`config.mk`:
```
export PLATFORM = sky130hd
export DESIGN_NAME = instr_fetch
export DESIGN_NICKNAME = d
export VERILOG_FILES = /design/src/rtl/fetch_pkg.sv /design/src/rtl/fetch_stall_counter.sv /design/src/rtl/instr_fetch.sv
export SDC_FILE = /design/constraint.sdc
export NUM_CORES = 1
export LEC_CHECK = 0
export CELL_PAD_IN_SITES_DETAIL_PLACEMENT = 0
export CELL_PAD_IN_SITES_GLOBAL_PLACEMENT = 1
export CORE_ASPECT_RATIO = 0.75
export CORE_MARGIN = 3
export CORE_UTILIZATION = 29
export CTS_BUF_LIST = sky130_fd_sc_hd__clkbuf_4 sky130_fd_sc_hd__clkbuf_8 sky130_fd_sc_hd__clkbuf_16
export DETAILED_ROUTE_END_ITERATION = 12
export PLACE_DENSITY = 0.73
export SLEW_MARGIN = 20
export SYNTH_ARGS = -nofsm -noshare
export SYNTH_HDL_FRONTEND = slang
export SYNTH_SLANG_ARGS = --single-unit
export TNS_END_PERCENT = 30
```
`constraint.sdc`:
```
create_clock -name Clk_Core -period 1.9 [get_ports Clk_Core]
set_clock_uncertainty 0.1 [all_clocks]
set_input_delay 0.57 -clock Clk_Core [delete_from_list [all_inputs] [get_ports Clk_Core]]
set_output_delay 0.57 -clock Clk_Core [all_outputs]
set_load 0.005 [all_outputs]
```
`src/rtl/fetch_pkg.sv`:
```
// Shared types and constants for the instruction fetch stage.
// Optional feature macro: FETCH_PERF_CNT_EN (stall-cycle counter).
package fetch_pkg;

    typedef enum logic [1:0] {
        IDLE = 2'd0,
        REQ  = 2'd1,
        WAIT = 2'd2,
        HOLD = 2'd3
    } fetch_state_e;

    localparam logic [31:0] FETCH_NOP  = 32'h0000_0013;
    localparam logic [1:0]  ALIGN_MASK = 2'b11;

endpackage

```
`src/rtl/fetch_stall_counter.sv`:
```
// Free-running 32-bit wrapping counter of fetch stall cycles.
// Instantiated by instr_fetch only when FETCH_PERF_CNT_EN is defined.
module fetch_stall_counter (
    input  logic        clk_i,
    input  logic        rst_ni,
    input  logic        en_i,
    output logic [31:0] count_o
);

    logic [31:0] count_q;
    logic [31:0] count_d;

    // Advance by one on each enabled cycle; natural wrap at all-ones.
    always_comb begin
        count_d = count_q;
        if (en_i) begin
            count_d = count_q + 32'd1;
        end
    end

    // Counter register.
    always_ff @(posedge clk_i or negedge rst_ni) begin
        if (!rst_ni) begin
            count_q <= 32'd0;
        end else begin
            count_q <= count_d;
        end
    end

    assign count_o = count_q;

endmodule

```
`src/rtl/instr_fetch.sv`:
```
// Fetch stage: one imem read per instruction, holds result for decode.
// Optional: FETCH_PERF_CNT_EN adds the Stall_Cycles output.
module instr_fetch
    import fetch_pkg::*;
#(
    parameter int                 ADDR_W    = 32,
    parameter int                 DATA_W    = 32,
    parameter logic [DATA_W-1:0]  NOP_INSTR = DATA_W'(FETCH_NOP)
) (
    input  logic              Clk_Core,
    input  logic              Rst_Core_N,
    input  logic [ADDR_W-1:0] Program_Count,
    input  logic              Flush,
    output logic              Fetch_Stall,
    output logic              Imem_Req_Valid,
    input  logic              Imem_Req_Ready,
    output logic [ADDR_W-1:0] Imem_Req_Addr,
    input  logic              Imem_Rsp_Valid,
    input  logic [DATA_W-1:0] Imem_Rsp_Data,
    output logic              Instr_Valid,
    input  logic              Instr_Ready,
    output logic [DATA_W-1:0] Instr,
    output logic [ADDR_W-1:0] Instr_PC,
    output logic              Instr_Fault
`ifdef FETCH_PERF_CNT_EN
   ,output logic [31:0]       Stall_Cycles
`endif
);

    fetch_state_e      state_q, state_d;
    logic              discard_q, discard_d;
    logic [ADDR_W-1:0] req_addr_q, req_addr_d;
    logic [DATA_W-1:0] instr_q, instr_d;
    logic [ADDR_W-1:0] pc_q, pc_d;
    logic              fault_q, fault_d;
    logic              valid_q, valid_d;
    logic              stall;
    logic              misaligned;

    assign misaligned = |(Program_Count[1:0] & ALIGN_MASK);

    // Next-state, datapath updates and PC stall decision.
    always_comb begin
        state_d    = state_q;
        discard_d  = discard_q;
        req_addr_d = req_addr_q;
        instr_d    = instr_q;
        pc_d       = pc_q;
        fault_d    = fault_q;
        valid_d    = valid_q;
        stall      = 1'b1;
        unique case (state_q)
            IDLE: begin
                if (misaligned) begin
                    instr_d = NOP_INSTR;
                    pc_d    = Program_Count;
                    fault_d = 1'b1;
                    valid_d = 1'b1;
                    state_d = HOLD;
                end else begin
                    req_addr_d = Program_Count;
                    state_d    = REQ;
                end
            end
            REQ: begin
                // Request stays up; a redirect only marks its data stale.
                if (Flush) begin
                    discard_d = 1'b1;
                    stall     = 1'b0;
                end
                if (Imem_Req_Ready) begin
                    pc_d    = req_addr_q;
                    state_d = WAIT;
                end
            end
            WAIT: begin
                if (Flush) begin
                    stall = 1'b0;
                end
                if (Imem_Rsp_Valid) begin
                    if (discard_q || Flush) begin
                        discard_d = 1'b0;
                        state_d   = IDLE;
                    end else begin
                        instr_d = Imem_Rsp_Data;
                        fault_d = 1'b0;
                        valid_d = 1'b1;
                        state_d = HOLD;
                    end
                end else if (Flush) begin
                    discard_d = 1'b1;
                end
            end
            HOLD: begin
                if (Instr_Ready || Flush) begin
                    valid_d = 1'b0;
                    stall   = 1'b0;
                    state_d = IDLE;
                end
            end
        endcase
    end

    // State and datapath registers.
    always_ff @(posedge Clk_Core or negedge Rst_Core_N) begin
        if (!Rst_Core_N) begin
            state_q    <= IDLE;
            discard_q  <= 1'b0;
            req_addr_q <= '0;
            instr_q    <= NOP_INSTR;
            pc_q       <= '0;
            fault_q    <= 1'b0;
            valid_q    <= 1'b0;
        end else begin
            state_q    <= state_d;
            discard_q  <= discard_d;
            req_addr_q <= req_addr_d;
            instr_q    <= instr_d;
            pc_q       <= pc_d;
            fault_q    <= fault_d;
            valid_q    <= valid_d;
        end
    end

    assign Fetch_Stall    = stall;
    assign Imem_Req_Valid = (state_q == REQ);
    assign Imem_Req_Addr  = req_addr_q;
    assign Instr_Valid    = valid_q;
    assign Instr          = instr_q;
    assign Instr_PC       = pc_q;
    assign Instr_Fault    = fault_q;

`ifdef FETCH_PERF_CNT_EN
    fetch_stall_counter u_stall_cnt (
        .clk_i   (Clk_Core),
        .rst_ni  (Rst_Core_N),
        .en_i    (stall),
        .count_o (Stall_Cycles)
    );
`endif

endmodule

```
* After elaboration in Yosys (flattened, before gate mapping)
Cells that the tools add are included.
** Storage, ports and cells
- Flip-flop bits (word level) :: 101
- Bits of input ports :: 70
- Output and inout port bits :: 100
- Logic and storage cells :: 60
** Cells by class
- Eq/ne operators :: 9
- Multiplexer cells :: 28
- Bitwise gates (word level) :: 1
- Reduce and logical (&&, ||, !) cells :: 15
** Operators by type and width (count)
- 2-to-1 mux 32 bit :: 5
- case mux 32 bit (2 select lines) :: 2
- 2-to-1 mux 1 bit :: 11
- 2-to-1 mux 2 bit :: 5
- != test 2 bit, second input constant :: 4
- case mux 2 bit (4 select lines) :: 1
- case mux 1 bit (2 select lines) :: 3
- AND reduction 3 bit :: 2
- nonzero test 2 bit :: 3
- AND reduction 5 bit :: 1
- == test 2 bit, second input constant :: 2
- AND reduction 2 bit :: 2
- AND reduction 4 bit :: 1
- OR reduction 2 bit :: 2
- != test 3 bit, second input constant :: 1
- case mux 1 bit (3 select lines) :: 1
- nonzero test 3 bit :: 1
- == test 2 x 1 -> 1 bit, second input constant :: 1
- zero test 2 bit :: 1
- logical OR 1 bit :: 2
- != test 2 x 1 -> 1 bit, second input constant :: 1
- NOT 1 bit :: 1

* Logic depth before layout (Yosys ltp)
- Depth after elaboration :: 4
- Mapped depth :: 9
- Mapped depth without buffers :: 6

* Least setup slack after synthesis
Ideal clock, no wire load.
- Path kind :: register to register
- Start :: register state_q[0]
- End :: register instr_q[8] (netlist: Instr[8])
- Setup time :: 0.126 ns
- Arrival time :: 1.701 ns
- Required time :: 1.674 ns
- Setup slack :: -0.027 ns
- Stages on the path, launching flop included :: 9
- Buffers on the path :: 3
- Period minus slack after synthesis :: 1.927 ns
- Cell sequence :: dfrtp_1 -> inv_1 -> ha_1 -> or3b_1 -> buf_2 -> o2111ai_2 -> buf_12 -> buf_12 -> o21ai_0
** Between the ends
- Word-level cells in the longest chain between the ends :: 3
** RTL lines
- from (decl) :: RTL line instr_fetch.sv:30 : fetch_state_e state_q, state_d;
- from (signal assigned) :: RTL line instr_fetch.sv:115 : state_q <= state_d;
- == test 2 bit or zero test 2 bit (tied branches) :: RTL line instr_fetch.sv:52 : unique case (state_q)
- != test 2 bit (no line) or nonzero test 2 bit (tied branches)
- AND reduction 4 bit (no line)
- to (signal assigned) :: RTL line instr_fetch.sv:118 : instr_q <= instr_d;
- to (decl) :: RTL line instr_fetch.sv:33 : logic [DATA_W-1:0] instr_q, instr_d;
Parallel ways exist; a longest one is shown, timed or not.
A chain may end at the register's enable or synchronous reset.

* Worst setup path after layout
- Start :: register state_q[1]
- End :: output Fetch_Stall
** Between the ends
- Word-level cells in the longest chain between the ends :: 3
** RTL lines
- == test 2 x 1 -> 1 bit or == test 2 bit (tied branches) :: RTL line instr_fetch.sv:52
- OR reduction 2 bit (no line)
- case mux 1 bit (2 select lines) * :: RTL line instr_fetch.sv:52
- to (decl) :: RTL line instr_fetch.sv:14 : output logic Fetch_Stall,
Every way passes the cells marked *; elsewhere a longest branch is shown, timed or not.

==> results_tabular.tex <==
\begin{tabular}{lr}
\hline
Metric & Value \\
\hline
\multicolumn{2}{l}{\textbf{Final layout}} \\
Final design area excluding fillers & 7312 µm² \\
Number of fillers in the final layout & 1,396 \\
Antenna diodes & 0 \\
Final design utilization & 0.4993 \\
Area growth, synth to finish & 66.21\% \\
Nets@finish & 734 \\
Share of post-route cells with drive strength above 1 & 0.1614 \\
\multicolumn{2}{l}{\textbf{Setup path}} \\
Slack of the worst reg-to-reg path & -0.08 ns \\
Crit Path Class & flip-flop to output port \\
Worst reg2reg path startpoint & state\_q[1] \\
Critical path peak fanout & 4 \\
Critical path startpoint category & flip-flop \\
CP Data Required Time & 1.23 ns \\
Crit path capture type & output port \\
Worst Path Arrival & 1.37 ns \\
Capture point of the worst reg-to-reg path & Instr[29] \\
Number of cells traversed by the worst register-to-register path & 10 \\
\multicolumn{2}{l}{\textbf{Drt}} \\
Post-Route WL & 13,340 µm \\
Routed vias/inst & 4.454 \\
Routed len/inst & 15.46 µm \\
Post-route ant nets & 0 \\
Detailed Routing Iterations Pass 1 & 5 \\
Number of vias in the routed layout & 3,844 \\
Drt drc & 0 \\
Iter 0 DRT Violations & 148 \\
\multicolumn{2}{l}{\textbf{Yosys}} \\
Post-synthesis cell area & 4399 µm² \\
Fraction of registers with async set or reset after synthesis & 1.000 \\
Average size of a mapped cell & 9.711 µm² \\
Mapped Nets & 529 \\
Register bit count reported by yosys & 101 \\
Synthesized instance count & 453 \\
Number of enable-type register cells in the synthesized netlist & 0 \\
Sequential area share after synthesis & 0.5754 \\
Mux share of post-synthesis cell area & 0.07509 \\
Adder and majority cell fraction of the synthesized area & 0.01706 \\
Unique cell type count in the Yosys netlist & 28 \\
Synthesized-area fraction occupied by ao, oa, aoi and oai cells & 0.09926 \\
Combinational family with the most area after synthesis & simple AND/OR/NAND/NOR gates \\
Number of warnings reported in the yosys synthesis log & 0 \\
Synthesized-area fraction occupied by and/or/nand/nor cells & 0.1863 \\
Most instantiated flip-flop cell in the synthesis netlist & sky130\_fd\_sc\_hd\_\_dfrtp\_1 \\
Share of the synthesized netlist area taken by xor and xnor gates & 0 \\
\multicolumn{2}{l}{\textbf{Place}} \\
HPWL reported at the end of detailed placement & 8758 µm \\
Routability-driven placement congestion ratio & 0.7604 \\
DP Area & 6499 µm² \\
Post-place setup slack & -0.5198 ns \\
I/O Buffers & 169 \\
\multicolumn{2}{l}{\textbf{Clock tree}} \\
H-Tree Level Count & 3 \\
Clock latency on the worst-skew pair & 0.33 ns \\
Sinks on the clock net & 101 \\
CTS Buf Count & 9 \\
Clock tree from TritonCTS & built \\
Maximum clock path buffer count & 2 \\
Register clock-pin slew on the reported worst setup and hold paths & 0.07 ns \\
Root buffer cell & sky130\_fd\_sc\_hd\_\_clkbuf\_16 \\
\multicolumn{2}{l}{\textbf{Status}} \\
Violated checks & negative setup slack \\
Run status & finished, violations left \\
\multicolumn{2}{l}{\textbf{Floorplanning}} \\
Starting density of the core & 0.3004 \\
Count of pins on the block boundary & 170 \\
Die Outline Area & 16,700 µm² \\
Core ar. & 14,640 µm² \\
Die width & 148.2 µm \\
Number of placement rows & 38 \\
Die height & 112.7 µm \\
\multicolumn{2}{l}{\textbf{Run}} \\
MaxCap Viol Count & 0 \\
\multicolumn{2}{l}{\textbf{STA}} \\
Unrepaired setup endpoints after global routing & true \\
Final worst slack & -0.1394 ns \\
Fraction of the cycle the final worst path needs & 1.073 \\
Number of hold violations in the final report & 0 \\
Final period demand of the worst path & 2.039 ns \\
Slew Viols, Final & 0 \\
Slew at the pin with the worst max-slew slack & 0.4142 ns \\
Final count of negative-setup-slack endpoints & 48 \\
Timing-limited maximum frequency & 0.4903 GHz \\
Worst relative slew slack & 0.7238 \\
Sum of negative setup slack & -1.649 ns \\
\multicolumn{2}{l}{\textbf{Global route}} \\
Largest net degree at the start of global routing & 48 \\
Global-route wire length before repair & 20,870 µm \\
Antenna violations before repair & 0 \\
Vias in the first global route & 3,951 \\
Total routing usage reported by global routing & 0.1547 \\
Final global-route overflow total & 0 \\
\multicolumn{2}{l}{\textbf{Power}} \\
PwrDens & 1700 nW/µm² \\
Leakage & 3.789 nW \\
Overall power after layout & 12.43 mW \\
Max VDD drop & 0.7185 mV \\
\multicolumn{2}{l}{\textbf{Hold path}} \\
Type of the tightest min-delay check & flip-flop to flip-flop \\
Endpoint of the worst hold-timing path & Instr[4] \\
HP Start & Instr[4] \\
Number of cells traversed by the worst hold path & 2 \\
\hline
\end{tabular}
==> kinds of logic (layout without fill, tap and decap cells) <==
family	count (synthesis)	after routing
compound gates	76	76
buf+inv	33	243
flops	101	101
fa+ha+maj	6	6
simple gates	204	204
mux	33	33
==> how the worst max path moves through the flow <==
stage | startpoint | to | slack, ns | cells after the start
6_report | state_q[1] | Fetch_Stall | -0.14 | 5
3_5_place_dp | Instr_Ready | Fetch_Stall | -0.52 | 5
2_1_floorplan | state_q[0] | Instr[8] | 0.02 | 8
5_1_grt | state_q[1] | Fetch_Stall | -0.20 | 5
4_1_cts | state_q[0] | Fetch_Stall | -0.17 | 5
3_3_place_gp | Instr_Ready | Fetch_Stall | -0.52 | 5
==> per-layer routing <==
| layer | track usage | vias up | share of wire |
|---|---|---|---|
| li1 | - | 1882 | - |
| met1 | 0.2073 | 1820 | 0.47 |
| met2 | 0.2466 | 131 | 0.45 |
| met4 | 0.03323 | 0 | 0.0089 |
| met5 | 0 | - | 0 |
| met3 | 0.05085 | 11 | 0.075 |
==> layout make-up <==
| class | count | area [µm²] | share of cell area |
|---|---|---|---|
| multi-input combinational | 319 | 1780 | 0.2435 |
| timing repair buffer | 222 | 2436 | 0.3332 |
| clock buffer | 10 | 232.7 | 0.03183 |
| inverter | 5 | 18.77 | 0.002567 |
| tap | 200 | 250.2 | 0.03422 |
| clock inverter | 6 | 62.56 | 0.008556 |
| sequential | 101 | 2531 | 0.3462 |
==> through the flow <==
step | hold WS [ns] | cells
2_1_floorplan | 0.1744 | 453
3_3_place_gp | 0.3215 | 824
3_5_place_dp | 0.3182 | 824
4_1_cts | 0.3751 | 852
5_1_grt | 0.3788 | 863
6_report | 0.3605 | 863
==> synth_stat cells (2+ instances only) <==
cell type                  count  share of area
sky130_fd_sc_hd__and2_1        2         0.0028
sky130_fd_sc_hd__nor2b_1       5         0.0071
sky130_fd_sc_hd__nor2_1       35          0.030
sky130_fd_sc_hd__nor3_1        2         0.0023
sky130_fd_sc_hd__nand2_1     154           0.13
sky130_fd_sc_hd__inv_1         5         0.0043
sky130_fd_sc_hd__mux2i_1      33          0.075
sky130_fd_sc_hd__o21ai_2      10          0.020
sky130_fd_sc_hd__buf_8         3          0.010
sky130_fd_sc_hd__dfrtp_1      98           0.56
sky130_fd_sc_hd__a21oi_1      35          0.040
sky130_fd_sc_hd__buf_2        11          0.013
sky130_fd_sc_hd__ha_1          6          0.017
sky130_fd_sc_hd__dfstp_2       3          0.018
sky130_fd_sc_hd__buf_12        2         0.0091
sky130_fd_sc_hd__clkbuf_1     10         0.0085
sky130_fd_sc_hd__o21ai_0      27          0.031
sky130_fd_sc_hd__clkbuf_2      2         0.0023
==> power by group <==
part / switching (mW) / internal, mW / total, mW
clock: 0.795 / 1.04 / 1.83
sequential: 0.556 / 3.08 / 3.63
combinational: 3.13 / 3.84 / 6.97
total: 4.48 / 7.95 / 12.4
==> critical path, cell delays in order (launching register included) <==
cell and delay [ns]:
sky130_fd_sc_hd__dfrtp_1 0.41, sky130_fd_sc_hd__inv_2 0.08, sky130_fd_sc_hd__buf_6 0.13, sky130_fd_sc_hd__ha_4 0.15
sky130_fd_sc_hd__o21bai_1 0.14, sky130_fd_sc_hd__buf_2 0.12
==> flip-flops by register name (all words and copies together) (netlist names) <==
name and count:
Imem_Req_Addr 32, state_q 2, discard_q 1, Instr 32, Instr_PC 32, Instr_Valid 1, Instr_Fault 1
==> placed cells by master, fill, tap and decap left out, types with 3 or more instances in the layout <==
cell type,Yosys,final
sky130_fd_sc_hd__buf_4,0,24
sky130_fd_sc_hd__inv_1,5,3
sky130_fd_sc_hd__a21oi_1,35,34
sky130_fd_sc_hd__nor2_1,35,35
sky130_fd_sc_hd__dlymetal6s2s_1,0,39
sky130_fd_sc_hd__mux2i_1,33,33
sky130_fd_sc_hd__buf_6,0,12
sky130_fd_sc_hd__clkinv_2,0,3
sky130_fd_sc_hd__o21ai_0,27,7
sky130_fd_sc_hd__buf_16,0,4
sky130_fd_sc_hd__dfrtp_1,98,98
sky130_fd_sc_hd__clkdlybuf4s50_1,0,80
sky130_fd_sc_hd__dlygate4sd2_1,0,47
sky130_fd_sc_hd__nor2b_1,5,4
sky130_fd_sc_hd__nand2_1,154,152
sky130_fd_sc_hd__o21ai_1,0,14
sky130_fd_sc_hd__dfstp_2,3,3
sky130_fd_sc_hd__clkbuf_16,0,14
sky130_fd_sc_hd__o21ai_2,10,16
sky130_fd_sc_hd__buf_12,2,7
sky130_fd_sc_hd__ha_4,0,4
==> what timing repair did <==
item / in CTS / in global routing
setup endpoints to repair: 109 / 121
hold endpoints to repair: 8 / 0
hold buffers: 1 / 0
pin swaps: 4 / 2
resized for setup: 82 / 73
cloned: 4 / 5
buffers inserted: 8 / 7
No activity file was read; power rests on OpenSTA's default activity.
